$ cat src/rtl/alu_cnt_sched_if.sv
// Request/writeback bundle between the two ALU issue ports, the shared
// bit-count unit and the writeback stage.
interface alu_cnt_sched_if;
   logic        req0_valid_i;
   logic [6:0]  req0_uop_i;
   logic [31:0] req0_opnd_i;
   logic [5:0]  req0_dest_i;
   logic        req0_ready_o;

   logic        req1_valid_i;
   logic [6:0]  req1_uop_i;
   logic [31:0] req1_opnd_i;
   logic [5:0]  req1_dest_i;
   logic        req1_ready_o;

   logic        wb_valid_o;
   logic [31:0] wb_data_o;
   logic [5:0]  wb_dest_o;
   logic        wb_src_o;
   logic        wb_ready_i;

   modport master (
      output req0_valid_i, req0_uop_i, req0_opnd_i, req0_dest_i,
      output req1_valid_i, req1_uop_i, req1_opnd_i, req1_dest_i,
      output wb_ready_i,
      input  req0_ready_o, req1_ready_o,
      input  wb_valid_o, wb_data_o, wb_dest_o, wb_src_o
   );

   modport slave (
      input  req0_valid_i, req0_uop_i, req0_opnd_i, req0_dest_i,
      input  req1_valid_i, req1_uop_i, req1_opnd_i, req1_dest_i,
      input  wb_ready_i,
      output req0_ready_o, req1_ready_o,
      output wb_valid_o, wb_data_o, wb_dest_o, wb_src_o
   );
endinterface

$ cat src/rtl/alu_cnt_sched.sv
// Shared iterative CLZ/CTZ/CPOP unit (4 bits per cycle, 8 cycles) with a
// round-robin scheduler over two ALU issue ports and a held writeback result.
module alu_cnt_sched (
   input  logic           cpu_clock_i,
   input  logic           cpu_reset_n_i,
   input  logic           flush_i,
   output logic           busy_o,
   alu_cnt_sched_if.slave bus
);

   typedef enum logic [1:0] {S_IDLE, S_RUN, S_DONE} state_t;
   typedef enum logic [1:0] {K_NONE, K_CLZ, K_CTZ, K_CPOP} kind_t;

   localparam logic [6:0] UOP_CLZ  = 7'b1101100;
   localparam logic [6:0] UOP_CTZ  = 7'b1101000;
   localparam logic [6:0] UOP_CPOP = 7'b1101011;

   function automatic kind_t decode(input logic [6:0] uop);
      kind_t k;
      k = K_NONE;
      case (uop)
         UOP_CLZ:  k = K_CLZ;
         UOP_CTZ:  k = K_CTZ;
         UOP_CPOP: k = K_CPOP;
         default:  k = K_NONE;
      endcase
      return k;
   endfunction

   function automatic logic [31:0] bit_rev(input logic [31:0] v);
      logic [31:0] r;
      for (int i = 0; i < 32; i++) r[i] = v[31-i];
      return r;
   endfunction

   function automatic logic [5:0] lzc4(input logic [3:0] n);
      logic [5:0] c;
      casez (n)
         4'b1???: c = 6'd0;
         4'b01??: c = 6'd1;
         4'b001?: c = 6'd2;
         4'b0001: c = 6'd3;
         default: c = 6'd4;
      endcase
      return c;
   endfunction

   function automatic logic [5:0] pop4(input logic [3:0] n);
      return 6'(n[0]) + 6'(n[1]) + 6'(n[2]) + 6'(n[3]);
   endfunction

   state_t      state_q, state_d;
   logic        pri_q;
   kind_t       kind_q;
   logic [31:0] sh_q;
   logic [5:0]  acc_q, acc_d;
   logic        found_q, found_d;
   logic [2:0]  it_q;
   logic [5:0]  dest_q;
   logic        src_q;

   logic        gnt0, gnt1, accept;
   logic [6:0]  uop_sel;
   logic [31:0] opnd_sel;
   logic [5:0]  dest_sel;
   kind_t       kind_sel;
   logic [3:0]  nib;

   // NOTE: every signal written in an always_comb gets a default first, so no
   // path leaves it unassigned and no latch is inferred.
   always_comb begin
      gnt0 = 1'b0;
      gnt1 = 1'b0;
      if (cpu_reset_n_i && state_q == S_IDLE && !flush_i) begin
         if (bus.req0_valid_i && bus.req1_valid_i) begin
            gnt0 = !pri_q;
            gnt1 = pri_q;
         end else begin
            gnt0 = bus.req0_valid_i;
            gnt1 = bus.req1_valid_i;
         end
      end
   end

   assign accept   = gnt0 | gnt1;
   assign uop_sel  = gnt1 ? bus.req1_uop_i  : bus.req0_uop_i;
   assign opnd_sel = gnt1 ? bus.req1_opnd_i : bus.req0_opnd_i;
   assign dest_sel = gnt1 ? bus.req1_dest_i : bus.req0_dest_i;
   assign kind_sel = decode(uop_sel);

   always_comb begin
      state_d = state_q;
      unique case (state_q)
         S_IDLE:  if (accept) state_d = S_RUN;
         S_RUN:   if (it_q == 3'd7) state_d = S_DONE;
         S_DONE:  if (bus.wb_ready_i) state_d = S_IDLE;
         default: state_d = S_IDLE;
      endcase
      // Flush beats everything, including a result being taken this cycle.
      if (flush_i) state_d = S_IDLE;
   end

   assign nib = sh_q[31:28];

   // CTZ arrives bit-reversed, so it shares the leading-zero walk with CLZ;
   // found freezes the sum once the first set bit has been passed.
   always_comb begin
      acc_d   = acc_q;
      found_d = found_q;
      case (kind_q)
         K_CPOP: acc_d = acc_q + pop4(nib);
         K_CLZ, K_CTZ: begin
            if (!found_q) begin
               acc_d   = acc_q + lzc4(nib);
               found_d = |nib;
            end
         end
         default: ;
      endcase
   end

   // NOTE: sequential state uses non-blocking assignments so every register
   // samples the pre-edge values regardless of statement order.
   always_ff @(posedge cpu_clock_i or negedge cpu_reset_n_i) begin
      if (!cpu_reset_n_i) begin
         state_q <= S_IDLE;
         pri_q   <= 1'b0;
         kind_q  <= K_NONE;
         sh_q    <= '0;
         acc_q   <= '0;
         found_q <= 1'b0;
         it_q    <= '0;
         dest_q  <= '0;
         src_q   <= 1'b0;
      end else begin
         state_q <= state_d;
         if (accept) begin
            pri_q   <= ~gnt1;
            kind_q  <= kind_sel;
            sh_q    <= (kind_sel == K_CTZ) ? bit_rev(opnd_sel) : opnd_sel;
            acc_q   <= '0;
            found_q <= 1'b0;
            it_q    <= '0;
            dest_q  <= dest_sel;
            src_q   <= gnt1;
         end else if (state_q == S_RUN) begin
            acc_q   <= acc_d;
            found_q <= found_d;
            sh_q    <= {sh_q[27:0], 4'b0000};
            it_q    <= it_q + 3'd1;
         end
      end
   end

   assign bus.req0_ready_o = gnt0;
   assign bus.req1_ready_o = gnt1;

   assign busy_o         = (state_q != S_IDLE);
   assign bus.wb_valid_o = (state_q == S_DONE);
   assign bus.wb_data_o  = bus.wb_valid_o ? {26'b0, acc_q} : 32'b0;
   assign bus.wb_dest_o  = bus.wb_valid_o ? dest_q : 6'b0;
   assign bus.wb_src_o   = bus.wb_valid_o & src_q;

endmodule

$ cat src/flat_wrapper.sv
// flat-port wrapper written by rule: the top's interface ports become plain ports
module alu_cnt_sched_flat 
  (cpu_clock_i, cpu_reset_n_i, flush_i, busy_o, bus_req0_valid_i, bus_req0_uop_i, bus_req0_opnd_i, bus_req0_dest_i, bus_req1_valid_i, bus_req1_uop_i, bus_req1_opnd_i, bus_req1_dest_i, bus_wb_ready_i, bus_req0_ready_o, bus_req1_ready_o, bus_wb_valid_o, bus_wb_data_o, bus_wb_dest_o, bus_wb_src_o);
  alu_cnt_sched_if bus_i ();
  input  logic cpu_clock_i;
  input  logic cpu_reset_n_i;
  input  logic flush_i;
  output logic busy_o;
  input wire logic [$bits(bus_i.req0_valid_i)-1:0] bus_req0_valid_i;
  input wire logic [$bits(bus_i.req0_uop_i)-1:0] bus_req0_uop_i;
  input wire logic [$bits(bus_i.req0_opnd_i)-1:0] bus_req0_opnd_i;
  input wire logic [$bits(bus_i.req0_dest_i)-1:0] bus_req0_dest_i;
  input wire logic [$bits(bus_i.req1_valid_i)-1:0] bus_req1_valid_i;
  input wire logic [$bits(bus_i.req1_uop_i)-1:0] bus_req1_uop_i;
  input wire logic [$bits(bus_i.req1_opnd_i)-1:0] bus_req1_opnd_i;
  input wire logic [$bits(bus_i.req1_dest_i)-1:0] bus_req1_dest_i;
  input wire logic [$bits(bus_i.wb_ready_i)-1:0] bus_wb_ready_i;
  output wire logic [$bits(bus_i.req0_ready_o)-1:0] bus_req0_ready_o;
  output wire logic [$bits(bus_i.req1_ready_o)-1:0] bus_req1_ready_o;
  output wire logic [$bits(bus_i.wb_valid_o)-1:0] bus_wb_valid_o;
  output wire logic [$bits(bus_i.wb_data_o)-1:0] bus_wb_data_o;
  output wire logic [$bits(bus_i.wb_dest_o)-1:0] bus_wb_dest_o;
  output wire logic [$bits(bus_i.wb_src_o)-1:0] bus_wb_src_o;
  assign bus_i.req0_valid_i = bus_req0_valid_i;
  assign bus_i.req0_uop_i = bus_req0_uop_i;
  assign bus_i.req0_opnd_i = bus_req0_opnd_i;
  assign bus_i.req0_dest_i = bus_req0_dest_i;
  assign bus_i.req1_valid_i = bus_req1_valid_i;
  assign bus_i.req1_uop_i = bus_req1_uop_i;
  assign bus_i.req1_opnd_i = bus_req1_opnd_i;
  assign bus_i.req1_dest_i = bus_req1_dest_i;
  assign bus_i.wb_ready_i = bus_wb_ready_i;
  assign bus_req0_ready_o = bus_i.req0_ready_o;
  assign bus_req1_ready_o = bus_i.req1_ready_o;
  assign bus_wb_valid_o = bus_i.wb_valid_o;
  assign bus_wb_data_o = bus_i.wb_data_o;
  assign bus_wb_dest_o = bus_i.wb_dest_o;
  assign bus_wb_src_o = bus_i.wb_src_o;
  alu_cnt_sched u_core (.cpu_clock_i(cpu_clock_i), .cpu_reset_n_i(cpu_reset_n_i), .flush_i(flush_i), .busy_o(busy_o), .bus(bus_i));
endmodule
$ cat config.mk
export PLATFORM = sky130hd
export DESIGN_NAME = alu_cnt_sched_flat
export DESIGN_NICKNAME = d
export VERILOG_FILES = /design/src/rtl/alu_cnt_sched_if.sv /design/src/rtl/alu_cnt_sched.sv /design/src/flat_wrapper.sv
export SDC_FILE = /design/constraint.sdc
export NUM_CORES = 1
export LEC_CHECK = 0
export ABC_AREA = 1
export CAP_MARGIN = 20
export CORE_MARGIN = 2
export CORE_UTILIZATION = 46
export CTS_CLUSTER_DIAMETER = 150
export DETAILED_ROUTE_END_ITERATION = 8
export GPL_TIMING_DRIVEN = 0
export PLACE_DENSITY = 0.79
export SLEW_MARGIN = 20
export SYNTH_ARGS = -nofsm -noshare
export SYNTH_HDL_FRONTEND = slang
export SYNTH_SLANG_ARGS = --single-unit
$ cat constraint.sdc
create_clock -name cpu_clock_i -period 2.9 [get_ports cpu_clock_i]
set_clock_uncertainty 0.05 [all_clocks]
set_input_delay 0.435 -clock cpu_clock_i [delete_from_list [all_inputs] [get_ports cpu_clock_i]]
set_output_delay 0.435 -clock cpu_clock_i [all_outputs]
set_load 0.02 [all_outputs]
==> run_results.csv, run 1 <==
group,metric,value,unit
timing,hold_viol,0,
place,globalplace.congestion,0.896,
cts,clock_tree.root_cell,"clkbuf_8",
floorplan,die_h,97.6,um
detailed_routing,via_per_inst,5.08,
cts,clkSlewWorstSetupHoldPaths,0.10,ns
status,status,"finished, final reports clean",
detailed_routing,wl,11.2,mm
global_routing,grt_first_pass_wirelength,18.3,mm
critical_path,start_kind,"register",
detailed_routing,vias,4168,
synthesis,syn_area,4030,um2
critical_path,r2r_slack,0.16,ns
critical_path,setup.worst_path.end,"u_core.acc_q[4]$_DFFE_PN0P_",
critical_path,crit_type,"reg2reg",
timing,worst_pin_slew,0.613,ns
floorplan,core,8590,um2
layout,layout.cells.non_filler,821,
cts,max-clock-path-buffers,2,
layout,fillCellCount,763,
synthesis,synth_top_area_cell,"dfrtp_1",
synthesis,synth_seq_cells,54,
power,powerDensity,628,nW/um2
critical_path,reg2reg_depth,13,
place,dp_hpwl,8.55,mm
job,cap_violations,0,
timing,max_slew_margin,0.591,
timing,report.final.slew_viol_count,0,
detailed_routing,drt-initial-drc-count,242,
timing,grt_setup_unrepaired,"no",
detailed_routing,wl_per_cell,13.6,um
detailed_routing,antenna_left,0,
layout,seq_area,1350,um2
floorplan,io_pins,139,
timing,fin_crit,2.74,ns
floorplan,initial_utilization,0.469,
synthesis,synth.area.top_cells,"dfrtp_1, nand2_1, nand3_1",
layout,n_antenna_cell,0,
cts,htree_levels,2,
synthesis,synthArstFlopShare,1.00,
detailed_routing,drc,0,
timing,fin_setup_tns,0,ns
layout,drive_gt1_frac,0.0954,
synthesis,synth_top_area_frac,0.335,
floorplan,dieArea,9530,um2
cts,cts_tree,"built",
timing,final.period_utilization,0.944,
layout,area_growth,36.0,%
global_routing,antenna_found_initial,0,
synthesis,avgSynthCellArea,7.09,um2
timing,fmax,365,MHz
global_routing,grt_pass1_vias,4089,
critical_path,arrival,2.89,ns
synthesis,ys_warn_count,0,
critical_path,cp.required,3.05,ns
synthesis,netlist_instances,569,
synthesis,synth_edf_count,0,
critical_path,r2r-end,"u_core.acc_q[4]$_DFFE_PN0P_",
power,vdd_drop_max,266,uV
layout,fin_nets,826,
floorplan,die_w,97.6,um
synthesis,netlist_top_cells_count,"nand2_1, nand3_1, dfrtp_1, inv_1, nor2_1",
cts,clock_sinks,54,
critical_path,critPathLaunch,"u_core.sh_q[29]$_DFFE_PN0P_",
critical_path,worstPathMaxFanout,3,
global_routing,grt_max_degree,57,
place,dp.cells,814,
detailed_routing,drtPass1Iterations,6,
power,leakage,2.70,nW
synthesis,ys_seq_area_frac,0.335,
place,portBuffers,112,
synthesis,ys_types,36,
critical_path,regToRegStartpoint,"u_core.sh_q[29]$_DFFE_PN0P_",
cts,clock_latency,0.31,ns
synthesis,ys.flop_type,"dfrtp_1",
timing,setup_violations,0,
floorplan,rows,34,
cts,cts_made_buffers,5,
timing,hold_ws,0.0253,ns
global_routing,track_usage,0.234,
layout,multi_input_area,2240,um2
global_routing,overflow,0,
worst_hold_path,hold_class,"in2async",
synthesis,yosysMostFrequentCell,"nand2_1",
critical_path,worstSetupEndpointType,"register",
## sequential cells by signal (all words and copies together), names as in the netlist
register,count
u_core.acc_q,6
u_core.dest_q,6
u_core.found_q,1
u_core.it_q,3
u_core.kind_q,2
u_core.pri_q,1
u_core.sh_q,32
u_core.src_q,1
u_core.state_q,2
## stage by stage
stage	worst slack [ns]	power (W)	util	instance area (um2)
CTS	0.108	0.00340	0.636	5470
finish	0.162	0.00345	0.638	5490
global route	0.0284	0.00377	0.638	5490
detailed placement	-0.208	0.00297	0.626	5380
global placement	-2.15	0.00290	0.626	5380
floorplan	0.301	0.00242	-	4130
## worst min-delay path by stage
stage,to
after detailed placement,u_core.sh_q[13]$_DFFE_PN0P_
after CTS,u_core.acc_q[3]$_DFFE_PN0P_
final,u_core.acc_q[1]$_DFFE_PN0P_
after global routing,u_core.acc_q[1]$_DFFE_PN0P_
after floorplan,u_core.acc_q[0]$_DFFE_PN0P_
after global placement,u_core.sh_q[13]$_DFFE_PN0P_
## logic make-up after synthesis
| family | Yosys count | synth area share |
|---|---|---|
| simple gates | 303 | 0.316 |
| buf+inv | 108 | 0.135 |
| compound gates | 56 | 0.0816 |
| flops | 54 | 0.335 |
| mux | 28 | 0.0695 |
| fa+ha+maj | 16 | 0.0552 |
| xor+xnor | 3 | 0.00652 |
| other cells | 1 | 0.000930 |
## power breakdown
group	internal, W	leakage (nW)	switching, W	total [W]
registers	0.00107	0.678	0.000206	0.00128
logic	0.000726	1.98	0.00101	0.00174
clock network	0.000185	0.0431	0.000241	0.000426
total	0.00199	2.70	0.00146	0.00345
## area by class of cell
cell class | count | share of cell area
clock buffers | 6 | 0.0151
well taps | 108 | 0.0246
multi-input cells | 432 | 0.409
plain buffers | 51 | 0.0600
flip-flops and latches | 54 | 0.246
inverters | 57 | 0.0390
repair buffers | 113 | 0.206
## layout by cell type (no fill, tap or decap), types with 5 or more instances in the layout
cell type	synthesis	layout
o21bai_1	5	5
o21ai_0	18	17
inv_1	51	50
conb_1	1	26
mux2i_1	28	28
inv_2	6	7
clkbuf_1	10	10
nand2_1	190	190
ha_1	13	12
dfrtp_1	54	54
clkdlybuf4s50_1	0	110
buf_4	32	33
buf_2	8	8
a31oi_1	8	8
nor2_1	40	40
clkbuf_8	0	6
a21oi_1	11	11
o21ai_1	5	6
nand3_1	57	57
## what timing repair did
item / 4_1_cts / 5_1_grt
gates resized for setup: 2 / 4
hold endpoints to repair: 0 / 0
pin swaps: 0 / 1
endpoints found under the setup margin: 1 / 1
buffers inserted: 0 / 1
hold buffers: 0 / 0
## per-layer routing
metal | part of all wire | wire length (um) | vias up | track usage
met5 | 0 | 0 | - | 0
met1 | 0.41 | 4550 | 1922 | 0.284
met2 | 0.50 | 5630 | 169 | 0.419
li1 | - | - | 2055 | -
met4 | 0.019 | 210 | 0 | 0.0801
met3 | 0.069 | 773 | 22 | 0.0396
## worst max-delay path: stages (launching register included)
cell and delay, ns:
dfrtp_1 0.39, inv_1 0.08, ha_1 0.29, inv_1 0.05, fa_1 0.44, inv_2 0.08, ha_4 0.13, inv_1 0.05
fa_1 0.38, or2_2 0.32, nand2_1 0.07, o221ai_1 0.12, o21ai_1 0.15, a21oi_1 0.05
(Power assumes the default switching activity.)
==> run 2: changes to the inputs <==
CORE_MARGIN = 3   (was 2)
==> run 2 against run 1 <==
  * Via count is 0.79% lower
  * Cell area is 0.34% higher
  * Critical path type unchanged
  * Highest routed layer unchanged
  * Global-route usage is 0.45 points lower
  * Combinational power hardly changed
  * Register-to-register slack better by 0.03 ns
  * Worst setup slack better by 0.027 ns
  * Hold slack worse by 0.015 ns
  * First-iteration DRC count is 13% lower
  * Die area is 4.1% higher
  * Sequential power hardly changed
==> run_results.csv, run 2 (synthesis results as in run 1) <==
group,metric,value,unit
global_routing,grt_max_degree,57,
power,p_int,0.00203,W
layout,largest_reg_flops,32,
floorplan,initial_utilization,0.481,
critical_path,path_delay_family,"adder cells",
critical_path,arrival,2.87,ns
critical_path,crit_type,"reg2reg",
detailed_routing,drt-initial-drc-count,210,
floorplan,die_w,99.6,um
detailed_routing,wl_per_cell,14.0,um
worst_hold_path,hold_class,"in2async",
power,combPwrFrac,0.493,
timing,report.final.slew_viol_count,0,
power,p_sw,0.00146,W
layout,reg_top3,"u_core.sh_q: 32 flops, u_core.acc_q: 6 flops, u_core.dest_q: 6 flops",
power,leakage,2.71,nW
detailed_routing,wl,11.5,mm
critical_path,cp_common_cell,"inv_1",
critical_path,start_kind,"register",
critical_path,path_cells,"inv_2 > ha_1 > inv_1 > fa_1 > inv_1 > ha_4 > inv_1 > fa_2 > or2_2 > nand2_1 > o221ai_1 > o21ai_1 > a21oi_1",
layout,regMostFlops,"u_core.sh_q",
timing,max_slew_margin,0.573,
place,globalplace.congestion,0.913,
critical_path,crit_path_max_incr_delay,0.40,ns
place,portBuffers,112,
layout,area_growth,36.5,%
critical_path,worstPathMaxFanout,3,
cts,clock_sinks,54,
critical_path,cp.required,3.06,ns
floorplan,core,8380,um2
detailed_routing,vias,4135,
global_routing,grt_pass1_vias,4097,
timing,worst_pin_slew,0.640,ns
critical_path,cp.buffers_inverters,4,
layout,layout_commonest_cell,"nand2_1",
detailed_routing,drtPass1Iterations,5,
floorplan,io_pins,139,
timing,grt_setup_unrepaired,"no",
critical_path,r2r_slack,0.19,ns
cts,clock_latency,0.31,ns
global_routing,antenna_found_initial,0,
timing,hold_viol,0,
job,cap_violations,0,
timing,setup_violations,0,
floorplan,die_h,99.6,um
cts,htree_levels,2,
timing,fmax,369,MHz
floorplan,rows,33,
cts,cts_tree,"built",
power,power,0.00349,W
layout,drive_gt1_frac,0.0994,
power,p_clk_frac,0.141,
timing,fin_crit,2.71,ns
power,switching_share,0.418,
cts,clkSlewWorstSetupHoldPaths,0.10,ns
power,vdd_drop_max,310,uV
layout,fin_nets,825,
cts,cts_made_buffers,5,
cts,max-clock-path-buffers,2,
global_routing,overflow,0,
detailed_routing,antenna_left,0,
floorplan,dieArea,9930,um2
cts,clock_tree.root_cell,"clkbuf_8",
power,p_seq_frac,0.366,
global_routing,grt_first_pass_wirelength,18.4,mm
detailed_routing,drc,0,
layout,layout.cells.non_filler,819,
detailed_routing,via_per_inst,5.05,
global_routing,track_usage,0.230,
layout,n_antenna_cell,0,
timing,final.period_utilization,0.935,
place,dp_hpwl,8.98,mm
power,powerDensity,634,nW/um2
layout,final_cell_mix,"nand2_1, clkdlybuf4s50_1, nand3_1, dfrtp_1, inv_1",
place,dp.cells,811,
status,status,"finished, final reports clean",
cts,cts_hold_buf,0,
critical_path,cp_slowest_cell,"dfrtp_1",
critical_path,worstSetupEndpointType,"register",
## run 2: layer usage
layer	GRT usage	wire, um	vias to the layer above
li1	-	-	2048
met1	0.266	4490	1886
met2	0.421	5930	174
met3	0.0372	845	27
met4	0.0872	225	0
met5	0	0	-
## run 2: per-stage QoR
step | utilization | area (um2) | worst slack (ns) | setup TNS [ns] | hold slack (ns)
finish | 0.657 | 5500 | 0.190 | 0 | 0.0102
floorplan | - | 4130 | 0.301 | 0 | 0.0894
detailed placement | 0.641 | 5380 | -0.219 | -0.219 | 0.419
CTS | 0.655 | 5490 | 0.0835 | 0 | 0.0310
global route | 0.657 | 5500 | 0.00865 | 0 | 0.0550
global placement | 0.642 | 5380 | -2.15 | -110.33 | 0.414
## run 2: path summary, 6_finish.rpt
| kind | start | to | cells past startpoint |
|---|---|---|---|
| max in group asynchronous | cpu_reset_n_i | u_core.sh_q[19]$_DFFE_PN0P_ | 1 |
| worst max-delay path | u_core.sh_q[28]$_DFFE_PN0P_ | u_core.acc_q[4]$_DFFE_PN0P_ | 13 |
| min in group cpu_clock_i | u_core.sh_q[17]$_DFFE_PN0P_ | u_core.sh_q[17]$_DFFE_PN0P_ | 2 |
| worst min register to register | u_core.sh_q[17]$_DFFE_PN0P_ | u_core.sh_q[17]$_DFFE_PN0P_ | 2 |
| worst max register to register | u_core.sh_q[28]$_DFFE_PN0P_ | u_core.acc_q[4]$_DFFE_PN0P_ | 13 |
| worst min-delay path | cpu_reset_n_i | u_core.acc_q[3]$_DFFE_PN0P_ | 1 |
## run 2: cell type report
type | instances | area [um2]
plain buffers | 51 | 329
clock buffers | 8 | 110
fillers | 758 | 2880
inverters | 57 | 214
multi-input cells | 432 | 2250
flip-flops and latches | 54 | 1350
well taps | 105 | 131
repair buffers | 112 | 1120
## run 2: power groups by stage
stage,registers [W],clock network (W),logic (W)
after floorplan,0.00122,0,0.00120
after global placement,0.00127,0,0.00162
after detailed placement,0.00128,0,0.00168
after CTS,0.00127,0.000496,0.00169
after global routing,0.00131,0.000515,0.00198
final,0.00128,0.000492,0.00172
## run 2: timing repair
item | in CTS | in global routing
buffers inserted | 0 | 0
resized for setup | 2 | 6
setup endpoints to repair | 1 | 1
pin swaps | 0 | 1
==> run 3: changes to the inputs <==
CELL_PAD_IN_SITES_DETAIL_PLACEMENT = 0   (was not set)
CELL_PAD_IN_SITES_GLOBAL_PLACEMENT = 2   (was not set)
CORE_UTILIZATION = 24   (was 46)
HOLD_SLACK_MARGIN = 0.15   (was not set)
PLACE_DENSITY = 0.78   (was 0.79)
SLEW_MARGIN = 15   (was 20)
==> run 3 against run 2 <==
  * Worst setup slack got worse by 0.059 ns
  * Count of clock-buffer cells in the layout fell by 3
  * Critical path depth fell by 6
  * Critical path type is now in2out
  * Cell count rose by 14%
  * Fmax fell by 2.1%
  * Global-route usage fell by 8.7 points
  * Sequential share of layout area fell by 1.0 points
  * Combinational power barely moved
  * Highest routed layer unchanged
  * First-iteration DRC count fell by 23%
  * Clock power rose by 42%
  * Die area rose by 85%
  * Utilization fell by 30 points
==> run_results.csv, run 3 (synthesis results as in run 1) <==
group,metric,value,unit
place,dp_hpwl,9.93,mm
job,cap_violations,0,
place,globalplace.congestion,0.789,
timing,fin_setup_tns,0,ns
critical_path,r2r-end,"u_core.acc_q[4]$_DFFE_PN0P_",
detailed_routing,via_per_inst,4.30,
floorplan,rows,46,
floorplan,dieArea,18400,um2
critical_path,r2r_slack,0.15,ns
worst_hold_path,min_from,"u_core.sh_q[13]$_DFFE_PN0P_",
place,pre_cts_ws,-0.329,ns
critical_path,worstSetupEndpointType,"output port",
floorplan,initial_utilization,0.249,
critical_path,crit_type,"in2out",
global_routing,antenna_found_initial,0,
cts,clock_tree.root_cell,"clkbuf_16",
layout,regMostFlops,"u_core.sh_q",
timing,grt_setup_unrepaired,"no",
timing,worst_pin_slew,0.669,ns
layout,area_growth,42.4,%
critical_path,worstPathMaxFanout,10,
critical_path,critPathLaunch,"cpu_reset_n_i",
floorplan,core,16200,um2
timing,final.period_utilization,0.955,
timing,max_slew_margin,0.554,
cts,clock_latency,0.30,ns
cts,cts_made_buffers,5,
critical_path,arrival,2.28,ns
cts,clock_sinks,54,
critical_path,regToRegStartpoint,"u_core.sh_q[28]$_DFFE_PN0P_",
layout,drive_gt1_frac,0.103,
power,powerDensity,645,nW/um2
detailed_routing,drc,0,
critical_path,cp.required,2.41,ns
critical_path,reg2reg_depth,13,
global_routing,track_usage,0.143,
global_routing,overflow,0,
cts,cts_tree,"built",
floorplan,io_pins,139,
cts,htree_levels,2,
cts,clkSlewWorstSetupHoldPaths,0.07,ns
timing,fmax,361,MHz
timing,report.final.slew_viol_count,0,
detailed_routing,drt-initial-drc-count,161,
place,portBuffers,112,
cts,max-clock-path-buffers,2,
global_routing,grt_max_degree,55,
floorplan,die_w,136,um
layout,reg_top3,"u_core.sh_q: 32 flops, u_core.acc_q: 6 flops, u_core.dest_q: 6 flops",
detailed_routing,wl_per_cell,13.8,um
timing,fin_crit,2.77,ns
global_routing,grt_first_pass_wirelength,20.8,mm
critical_path,setup.worst_path.end,"bus_req1_ready_o",
detailed_routing,drtPass1Iterations,5,
floorplan,die_h,136,um
detailed_routing,antenna_left,0,
global_routing,grt_pass1_vias,4051,
layout,n_antenna_cell,0,
worst_hold_path,hold_class,"reg2reg",
timing,setup_violations,0,
detailed_routing,vias,4014,
layout,largest_reg_flops,32,
detailed_routing,wl,12.9,mm
timing,layout_setup_ws,0.131,ns
layout,final_cell_mix,"nand2_1, clkdlybuf4s50_1, nand3_1, dfrtp_1, inv_1",
status,status,"finished, final reports clean",
layout,fin_nets,829,
layout,layout_commonest_cell,"nand2_1",
timing,hold_viol,0,
critical_path,start_kind,"primary input",
power,vdd_drop_max,294,uV
power,leakage,2.76,nW
==> run 3: how the worst min path moves through the flow <==
stage | cells after the start | end
6_report | 2 | u_core.sh_q[13]$_DFFE_PN0P_
5_1_grt | 2 | u_core.sh_q[13]$_DFFE_PN0P_
4_1_cts | 2 | u_core.sh_q[13]$_DFFE_PN0P_
3_5_place_dp | 2 | u_core.sh_q[13]$_DFFE_PN0P_
3_3_place_gp | 2 | u_core.sh_q[13]$_DFFE_PN0P_
2_1_floorplan | 0 | u_core.acc_q[0]$_DFFE_PN0P_
==> run 3: what timing repair did <==
| action | 4_1_cts | 5_1_grt |
|---|---|---|
| hold buffers | 2 | 0 |
| resized for setup | 2 | 5 |
| setup buffers | 0 | 2 |
| endpoints found under the setup margin | 1 | 1 |
| endpoints found under the hold margin | 54 | 0 |
| pin swaps | 0 | 1 |
==> run 3: per-layer routing <==
layer / part of all wire / vias up / track usage
met3: 0.052 / 5 / 0.0245
met2: 0.50 / 99 / 0.256
met1: 0.44 / 1843 / 0.181
met5: 0 / - / 0
li1: - / 2067 / -
met4: 0.0064 / 0 / 0.0274
==> run 3: cell type report <==
cell class,count,area [um2]
flip-flops and latches,54,1350
multi-input cells,432,2240
clock buffers,5,125
repair buffers,116,1170
fillers,1714,10400
inverters,57,214
well taps,216,270
clock inverters,3,40.0
plain buffers,51,329
==> run 3: report_power, final <==
part           switching (W)  leakage, nW  internal [W]
Clock               0.000291       0.0836      0.000405
Combinational        0.00102         2.00      0.000724
Sequential          0.000187        0.678       0.00107
==> run 3: critical path: stages <==
cell and delay [ns]:
dlygate4sd3_1 0.55, buf_6 0.13, nand3_2 0.17, nor2_8 0.19, buf_6 0.17, buf_2 0.26, dlygate4sd2_1 0.37
==> run 3: through the flow <==
stage / instance area [um2] / instances / utilization / total power (W) / hold WS (ns)
global route: 5740 / 934 / 0.355 / 0.00408 / 0.464
CTS: 5720 / 932 / 0.354 / 0.00374 / 0.440
global placement: 5520 / 922 / 0.341 / 0.00297 / 0.415
floorplan: 4130 / 594 / - / 0.00242 / 0.0894
finish: 5740 / 934 / 0.355 / 0.00370 / 0.437
detailed placement: 5520 / 922 / 0.341 / 0.00301 / 0.420
